`src/rtl/switch_window_sequencer.sv`:
```
// Measurement-cycle controller: gates the A/B edge counters for a window of ticks,
// latches both counts and issues a one-cycle PWM set/reset decision.
module switch_window_sequencer #(
  parameter int CW = 7,
  parameter int WW = 13,
  parameter int DB = 2
) (
  input  logic          clk,
  input  logic          reset,
  input  logic          en,
  input  logic          tick,
  input  logic          start,
  input  logic          cont,
  input  logic [WW-1:0] W,
  input  logic [CW-1:0] A_val,
  input  logic [CW-1:0] B_val,
  output logic          cnt_clr,
  output logic          cnt_en,
  output logic          PWMset,
  output logic          PWMreset,
  output logic          busy,
  output logic          done,
  output logic [CW-1:0] A_lat,
  output logic [CW-1:0] B_lat,
  output logic [CW:0]   diff
);

  typedef enum logic [2:0] {IDLE, CLEAR, COUNT, LATCH, DECIDE} state_t;

  localparam logic signed [CW:0] DB_POS = (CW+1)'(DB);
  localparam logic signed [CW:0] DB_NEG = -DB_POS;

  state_t        state_q, state_d;
  logic [WW-1:0] win_q, win_d;
  logic [WW-1:0] tcnt_q, tcnt_d;
  logic [CW-1:0] a_lat_q, a_lat_d;
  logic [CW-1:0] b_lat_q, b_lat_d;
  logic [CW:0]   diff_q, diff_d;
  logic          cnt_clr_q, cnt_clr_d;
  logic          cnt_en_q, cnt_en_d;
  logic          pwm_set_q, pwm_set_d;
  logic          pwm_reset_q, pwm_reset_d;
  logic          busy_q, busy_d;
  logic          done_q, done_d;
  logic [CW:0]   diff_calc;

  assign diff_calc = {1'b0, A_val} - {1'b0, B_val};

  // Outputs are registered on entry to the state that owns them; with en low
  // every register holds, so a pending pulse reappears once en returns.
  always_comb begin
    state_d     = state_q;
    win_d       = win_q;
    tcnt_d      = tcnt_q;
    a_lat_d     = a_lat_q;
    b_lat_d     = b_lat_q;
    diff_d      = diff_q;
    cnt_clr_d   = cnt_clr_q;
    cnt_en_d    = cnt_en_q;
    pwm_set_d   = pwm_set_q;
    pwm_reset_d = pwm_reset_q;
    busy_d      = busy_q;
    done_d      = done_q;
    if (en) begin
      pwm_set_d   = 1'b0;
      pwm_reset_d = 1'b0;
      done_d      = 1'b0;
      case (state_q)
        IDLE: begin
          if (start) state_d = CLEAR;
        end
        CLEAR: begin
          win_d   = (W == '0) ? WW'(1) : W;
          tcnt_d  = '0;
          state_d = COUNT;
        end
        COUNT: begin
          if (tick) begin
            if (tcnt_q == win_q - WW'(1)) state_d = LATCH;
            else tcnt_d = tcnt_q + WW'(1);
          end
        end
        LATCH: begin
          a_lat_d     = A_val;
          b_lat_d     = B_val;
          diff_d      = diff_calc;
          pwm_set_d   = $signed(diff_calc) > DB_POS;
          pwm_reset_d = $signed(diff_calc) < DB_NEG;
          done_d      = 1'b1;
          state_d     = DECIDE;
        end
        DECIDE: begin
          state_d = cont ? CLEAR : IDLE;
        end
        default: state_d = IDLE;
      endcase
      cnt_clr_d = (state_d == CLEAR);
      cnt_en_d  = (state_d == COUNT);
      busy_d    = (state_d != IDLE);
    end
  end

  always_ff @(posedge clk or negedge reset) begin
    if (!reset) begin
      state_q     <= IDLE;
      win_q       <= '0;
      tcnt_q      <= '0;
      a_lat_q     <= '0;
      b_lat_q     <= '0;
      diff_q      <= '0;
      cnt_clr_q   <= 1'b0;
      cnt_en_q    <= 1'b0;
      pwm_set_q   <= 1'b0;
      pwm_reset_q <= 1'b0;
      busy_q      <= 1'b0;
      done_q      <= 1'b0;
    end else begin
      state_q     <= state_d;
      win_q       <= win_d;
      tcnt_q      <= tcnt_d;
      a_lat_q     <= a_lat_d;
      b_lat_q     <= b_lat_d;
      diff_q      <= diff_d;
      cnt_clr_q   <= cnt_clr_d;
      cnt_en_q    <= cnt_en_d;
      pwm_set_q   <= pwm_set_d;
      pwm_reset_q <= pwm_reset_d;
      busy_q      <= busy_d;
      done_q      <= done_d;
    end
  end

  assign cnt_clr  = cnt_clr_q & en;
  assign cnt_en   = cnt_en_q & en;
  assign PWMset   = pwm_set_q & en;
  assign PWMreset = pwm_reset_q & en;
  assign done     = done_q & en;
  assign busy     = busy_q;
  assign A_lat    = a_lat_q;
  assign B_lat    = b_lat_q;
  assign diff     = diff_q;

endmodule
```
`config.mk`:
```
export PLATFORM = sky130hd
export DESIGN_NAME = switch_window_sequencer
export DESIGN_NICKNAME = d
export VERILOG_FILES = /design/src/rtl/switch_window_sequencer.sv
export SDC_FILE = /design/constraint.sdc
export NUM_CORES = 1
export LEC_CHECK = 0
export ABC_AREA = 1
export BUFFER_PORTS_ARGS = -buffer_cell sky130_fd_sc_hd__buf_2
export CAP_MARGIN = 20
export CORE_AREA = 2 2 96 89
export DETAILED_ROUTE_END_ITERATION = 10
export DIE_AREA = 0 0 98 91
export HOLD_SLACK_MARGIN = 0.06
export PLACE_DENSITY = 0.7
export SKIP_CTS_REPAIR_TIMING = 1
export SLEW_MARGIN = 10
export SYNTH_ARGS = -nofsm -noshare
export SYNTH_HDL_FRONTEND = slang
export SYNTH_SLANG_ARGS = --single-unit
```
`constraint.sdc`:
```
create_clock -name clk -period 3.3 [get_ports clk]
set_input_delay 0.99 -clock clk [delete_from_list [all_inputs] [get_ports clk]]
set_output_delay 0.99 -clock clk [all_outputs]
set_load 0.05 [all_outputs]
```
==> flow_metrics.env, run 1 <==
export IMPL_die_h_um=91
export IMPL_yosys_area_top_type_share=0.413
export IMPL_seqPwrFrac=0.326
export IMPL_grt_overflow=0
export IMPL_hold_depth=2
export IMPL_synth_distinct_cells=33
export IMPL_numPortBuffers=60
export IMPL_start_kind="input pin"
export IMPL_grt_pass1_wl_um=13700
export IMPL_maxCapViolCount=0
export IMPL_grt_use_total=0.190
export IMPL_clock_path_buffers=2
export IMPL_syn_area_per_cell_um2=7.47
export IMPL_final_setup_tns_ns=0
export IMPL_period_minus_slack_ns=2.55
export IMPL_worstSetupPathType="in2out"
export IMPL_cts_tree="built"
export IMPL_pwr_density_cell_nw_per_um2=869
export IMPL_slew_violations=0
export IMPL_multi_input_area_um2=1760
export IMPL_via_count=3087
export IMPL_hold_path_class="reg2reg"
export IMPL_r2r_start="win_q[0]$_DFFE_PN0P_"
export IMPL_synth_area_leaders="dfrtp_1, nand2_1, inv_1, o21ai_0, xor2_1"
export IMPL_drive_gt1_frac=0.220
export IMPL_syn_area_um2=3450
export IMPL_timing_hold_violations_final=0
export IMPL_fin_skew_ns=0.00628
export IMPL_ctsRootBufferMaster="clkbuf_8"
export IMPL_leakage_uw=0.00213
export IMPL_ys_seq_area_frac=0.413
export IMPL_post_drt_wl_per_cell_um=12.4
export IMPL_syn_inst=462
export IMPL_dieArea_um2=8920
export IMPL_clkPwrFrac=0.212
export IMPL_yosysWarnings=0
export IMPL_tightest_slew_ns=0.453
export IMPL_fillers=785
export IMPL_fin_crit_sh=0.773
export IMPL_htree_levels=3
export IMPL_first_global_vias=3037
export IMPL_grt_max_degree=41
export IMPL_crit_arrival_ns=1.56
export IMPL_r2r_end="tcnt_q[5]$_DFFE_PN0P_"
export IMPL_cp_max_fo=10
export IMPL_die_w_um=98
export IMPL_layout_nets=570
export IMPL_worst_ir_drop_vdd_uv=665
export IMPL_fin_cells=631
export IMPL_critPathRequiredTime_ns=2.31
export IMPL_power_switching_uw=1720
export IMPL_via_per_inst=4.89
export IMPL_hold_path_end="A_lat[3]$_DFFE_PN0P_"
export IMPL_r2r_cells=12
export IMPL_status="complete, no violations"
export IMPL_clk_pin_slew_worst_paths_ns=0.07
export IMPL_numCtsBuffers=9
export IMPL_cp_end_kind="output port"
export IMPL_fmax_mhz=392
export IMPL_combPwrFrac=0.462
export IMPL_wl_um=7800
export IMPL_hold_start="A_lat[3]$_DFFE_PN0P_"
export IMPL_ios=61
export IMPL_switching_share=0.486
export IMPL_drc=0
export IMPL_drtIter0Drc=110
export IMPL_area_growth_pct=18.0
export IMPL_place_congestion=0.868
export IMPL_synth_nets=505
export IMPL_dpl_hpwl_um=5960
export IMPL_antenna_diode_count=0
export IMPL_rows=31
export IMPL_core_area_um2=7870
export IMPL_yosysTopAreaCell="dfrtp_1"
export IMPL_reg2reg_slack_ns=1.08
export IMPL_drt_pass1_iterations=4
export IMPL_grt_antenna_before_repair=0
export IMPL_setup_viol=0
export IMPL_postRouteAntennaNets=0
export IMPL_placed_cells=615
export IMPL_regArea_um2=1430
export IMPL_grt_setup_unrepaired="no"
export IMPL_synth_seq_cells=57
export IMPL_clk_latency_ns=0.35
export IMPL_initial_core_util=0.439
export IMPL_internal_power_uw=1820
export IMPL_clock_sinks=57
export IMPL_slew_headroom=0.697
per-stage QoR:
stage	total power (uW)	cell area [um^2]	utilization	setup slack, ns	hold slack [ns]
floorplan	2420	3450	-	0.799	0.449
global placement	2770	3850	0.489	0.694	0.463
detailed placement	2810	3850	0.489	0.671	0.460
CTS	3580	4080	0.518	0.750	0.487
global route	3830	4080	0.518	0.681	0.510
finish	3540	4080	0.518	0.749	0.482
metal layers:
metal  share of wire  GRT usage
met5               0          0
met4           0.022     0.0671
met3           0.059     0.0647
met2            0.47      0.308
met1            0.45      0.235
final cells by class:
| class | count | share of cell area |
|---|---|---|
| multi-input combinational | 339 | 0.432 |
| sequential | 57 | 0.350 |
| timing repair buffer | 64 | 0.0810 |
| inverter | 56 | 0.0516 |
| clock buffer | 9 | 0.0304 |
| tap | 99 | 0.0304 |
| clock inverter | 7 | 0.0252 |
layout by cell type (no fill, tap or decap), types with 6 or more instances in the layout:
cell / synthesis / routed
buf_2: 1 / 60
clkbuf_8: 0 / 9
dfrtp_1: 57 / 57
ha_1: 9 / 9
inv_1: 56 / 56
nand2_1: 162 / 162
nand2_2: 8 / 8
nand3_1: 20 / 20
nand4_1: 8 / 8
nor2_1: 26 / 26
nor2_2: 6 / 6
nor3_1: 8 / 8
o21ai_0: 30 / 30
o21ai_2: 13 / 13
or2_2: 6 / 6
xor2_1: 15 / 15
cell families (layout without fill, tap and decap cells):
family,after synthesis,count (layout),synth area share
AND/OR/NAND/NOR,257,257,0.328
buffers and inverters,66,136,0.0775
flip-flops,57,57,0.413
AO/OA/AOI/OAI,53,53,0.0953
XOR/XNOR,19,19,0.0482
adder cells (fa/ha/maj),10,10,0.0384
power groups by stage:
stage / Sequential [uW] / Clock [uW] / Combinational, uW
2_1_floorplan: 1610 / 0 / 812
3_3_place_gp: 1160 / 0 / 1610
3_5_place_dp: 1160 / 0 / 1650
4_1_cts: 1160 / 768 / 1650
5_1_grt: 1190 / 799 / 1840
6_report: 1160 / 750 / 1640
worst max-delay path by stage:
stage / startpoint / end / slack (ns) / depth (start not counted)
finish: en / PWMset / 0.75 / 4
CTS: en / PWMset / 0.75 / 4
global placement: A_val[0] / pwm_set_q$_DFFE_PN0P_ / 0.69 / 12
global route: en / done / 0.68 / 4
detailed placement: A_val[0] / pwm_set_q$_DFFE_PN0P_ / 0.67 / 12
floorplan: en / cnt_clr / 0.80 / 3
synthesized netlist by cell type, drive strengths merged:
library cell,n
o31ai,1
o211ai,1
buf,3
nand3,22
ha,9
nor3,9
o221ai,1
and3,1
xor2,15
fa,1
a21o,1
nand2,171
nor2,32
dfrtp,57
or2,6
a21oi,5
a41oi,1
and2,1
clkbuf,7
inv,56
xnor2,4
o21ai,43
nand3b,5
nand4,8
nor4,2
flip-flops by register name, indices dropped and copies added, names as in the netlist:
register and flops:
tcnt_q 13, win_q 13, diff 8, A_lat 7, B_lat 7, state_q 3, busy 1, cnt_clr_q 1
cnt_en_q 1, done_q 1, pwm_reset_q 1, pwm_set_q 1
critical path: stages:
cell	delay [ns]
buf_2	0.18
nand2_1	0.08
inv_1	0.05
buf_2	0.25
(Power assumes the default switching activity.)
==> inputs of run 2 (changes only) <==
--- a/config.mk
+++ b/config.mk
@@ -12,7 +12,7 @@
 export DETAILED_ROUTE_END_ITERATION = 10
 export DIE_AREA = 0 0 98 91
 export HOLD_SLACK_MARGIN = 0.06
-export PLACE_DENSITY = 0.7
+export PLACE_DENSITY = 0.72
 export SKIP_CTS_REPAIR_TIMING = 1
 export SLEW_MARGIN = 10
 export SYNTH_ARGS = -nofsm -noshare
==> constraint.sdc (replaced) <==
create_clock -name clk -period 2.11 [get_ports clk]
set_input_delay 0.633 -clock clk [delete_from_list [all_inputs] [get_ports clk]]
set_output_delay 0.633 -clock clk [all_outputs]
set_load 0.05 [all_outputs]
==> flow_metrics.env, run 2 (synthesized netlist as in run 1, its figures left out) <==
export IMPL_tightest_slew_ns=0.477
export IMPL_grt_use_total=0.188
export IMPL_maxCapViolCount=0
export IMPL_internal_power_uw=3010
export IMPL_period_minus_slack_ns=1.99
export IMPL_dpl_hpwl_um=6010
export IMPL_fin_skew_ns=0.00902
export IMPL_r2r_end="tcnt_q[5]$_DFFE_PN0P_"
export IMPL_numPortBuffers=60
export IMPL_layout_commonest_cell="nand2_1"
export IMPL_grt_pass1_wl_um=13700
export IMPL_combPwrFrac=0.491
export IMPL_grt_overflow=0
export IMPL_die_h_um=91
export IMPL_power_switching_uw=2750
export IMPL_cp_end_kind="register"
export IMPL_clock_sinks=57
export IMPL_hold_path_class="in2async"
export IMPL_clk_pin_slew_worst_paths_ns=0.07
export IMPL_grt_max_degree=58
export IMPL_clock_path_buffers=2
export IMPL_initial_core_util=0.439
export IMPL_first_global_vias=3133
export IMPL_area_growth_pct=23.2
export IMPL_fin_crit_sh=0.941
export IMPL_crit_arrival_ns=2.22
export IMPL_wl_um=8070
export IMPL_cp_max_fo=3
export IMPL_fillers=770
export IMPL_worst_ir_drop_vdd_uv=987
export IMPL_worst_slack_ns=0.124
export IMPL_worstSetupPathType="in2reg"
export IMPL_fmax_mhz=503
export IMPL_setup_viol=0
export IMPL_r2r_start="win_q[0]$_DFFE_PN0P_"
export IMPL_most_common_layout_cells="nand2_1, buf_2, dfrtp_1"
export IMPL_timing_hold_violations_final=0
export IMPL_htree_levels=3
export IMPL_drt_pass1_iterations=4
export IMPL_placed_area_um2=3970
export IMPL_dieArea_um2=8920
export IMPL_holdWs_ns=0.279
export IMPL_via_per_inst=4.92
export IMPL_switching_share=0.477
export IMPL_critPathRequiredTime_ns=2.35
export IMPL_reg2reg_slack_ns=0.16
export IMPL_status="complete, no violations"
export IMPL_die_w_um=98
export IMPL_clkPwrFrac=0.197
export IMPL_via_count=3179
export IMPL_numCtsBuffers=9
export IMPL_ctsRootBufferMaster="clkbuf_8"
export IMPL_cts_tree="built"
export IMPL_leakage_uw=0.00223
export IMPL_seqPwrFrac=0.312
export IMPL_place_congestion=0.895
export IMPL_r2r_cells=14
export IMPL_final_setup_tns_ns=0
export IMPL_grt_antenna_before_repair=0
export IMPL_slew_headroom=0.680
export IMPL_drtIter0Drc=150
export IMPL_drc=0
export IMPL_ios=61
export IMPL_core_area_um2=7870
export IMPL_final_cell_area_um2=4250
export IMPL_start_kind="input pin"
export IMPL_drive_gt1_frac=0.252
export IMPL_postRouteAntennaNets=0
export IMPL_layout_nets=585
export IMPL_dpl_worst_slack_ns=-0.214
export IMPL_clk_latency_ns=0.34
export IMPL_pwr_density_cell_nw_per_um2=1350
export IMPL_total_power_uw=5760
export IMPL_rows=31
export IMPL_slew_violations=0
export IMPL_post_drt_wl_per_cell_um=12.5
export IMPL_antenna_diode_count=0
## run 2: worst max path at each step
stage / startpoint / endpoint / slack [ns] / depth (start not counted)
after floorplan: A_val[0] / pwm_set_q$_DFFE_PN0P_ / 0.05 / 11
after global placement: A_val[0] / pwm_set_q$_DFFE_PN0P_ / -0.14 / 12
after detailed placement: A_val[0] / pwm_set_q$_DFFE_PN0P_ / -0.21 / 12
after CTS: win_q[1]$_DFFE_PN0P_ / tcnt_q[5]$_DFFE_PN0P_ / 0.09 / 13
after global routing: win_q[0]$_DFFE_PN0P_ / tcnt_q[3]$_DFFE_PN0P_ / -0.01 / 15
final: A_val[0] / pwm_set_q$_DFFE_PN0P_ / 0.12 / 12
## run 2: worst max-delay path: stages
cell,delay [ns]
buf_2,0.09
inv_1,0.07
ha_1,0.16
inv_1,0.07
fa_1,0.42
nand3_1,0.10
nand2_1,0.07
xor2_1,0.23
and3_1,0.19
nand3_1,0.08
nand2_1,0.07
nand2_1,0.04
## run 2: layer usage
layer	track usage	vias to the layer above	wire, um	part of all wire
li1	-	1616	-	-
met1	0.216	1484	3450	0.43
met2	0.330	67	4020	0.50
met3	0.0693	12	457	0.057
met4	0.0475	0	138	0.017
met5	0	-	0	0
## run 2: area by class of cell
type	instances	area, um^2	share of cell area
flip-flops and latches	57	1430	0.335
inverters	56	210	0.0494
repair buffers	79	485	0.114
multi-input cells	339	1790	0.421
well taps	99	124	0.0291
clock buffers	9	124	0.0291
clock inverters	7	95.1	0.0224
## run 2: per-stage QoR
step / instances / utilization
2_1_floorplan: 462 / -
3_3_place_gp: 627 / 0.504
3_5_place_dp: 627 / 0.504
4_1_cts: 643 / 0.531
5_1_grt: 646 / 0.540
6_report: 646 / 0.540
## run 2: power groups by stage
stage | clock network (uW) | registers [uW] | logic, uW
after global routing | 1220 | 1850 | 3140
after global placement | 0 | 1790 | 2650
after CTS | 1170 | 1790 | 2710
after detailed placement | 0 | 1800 | 2700
final | 1140 | 1800 | 2830
after floorplan | 0 | 2520 | 1270
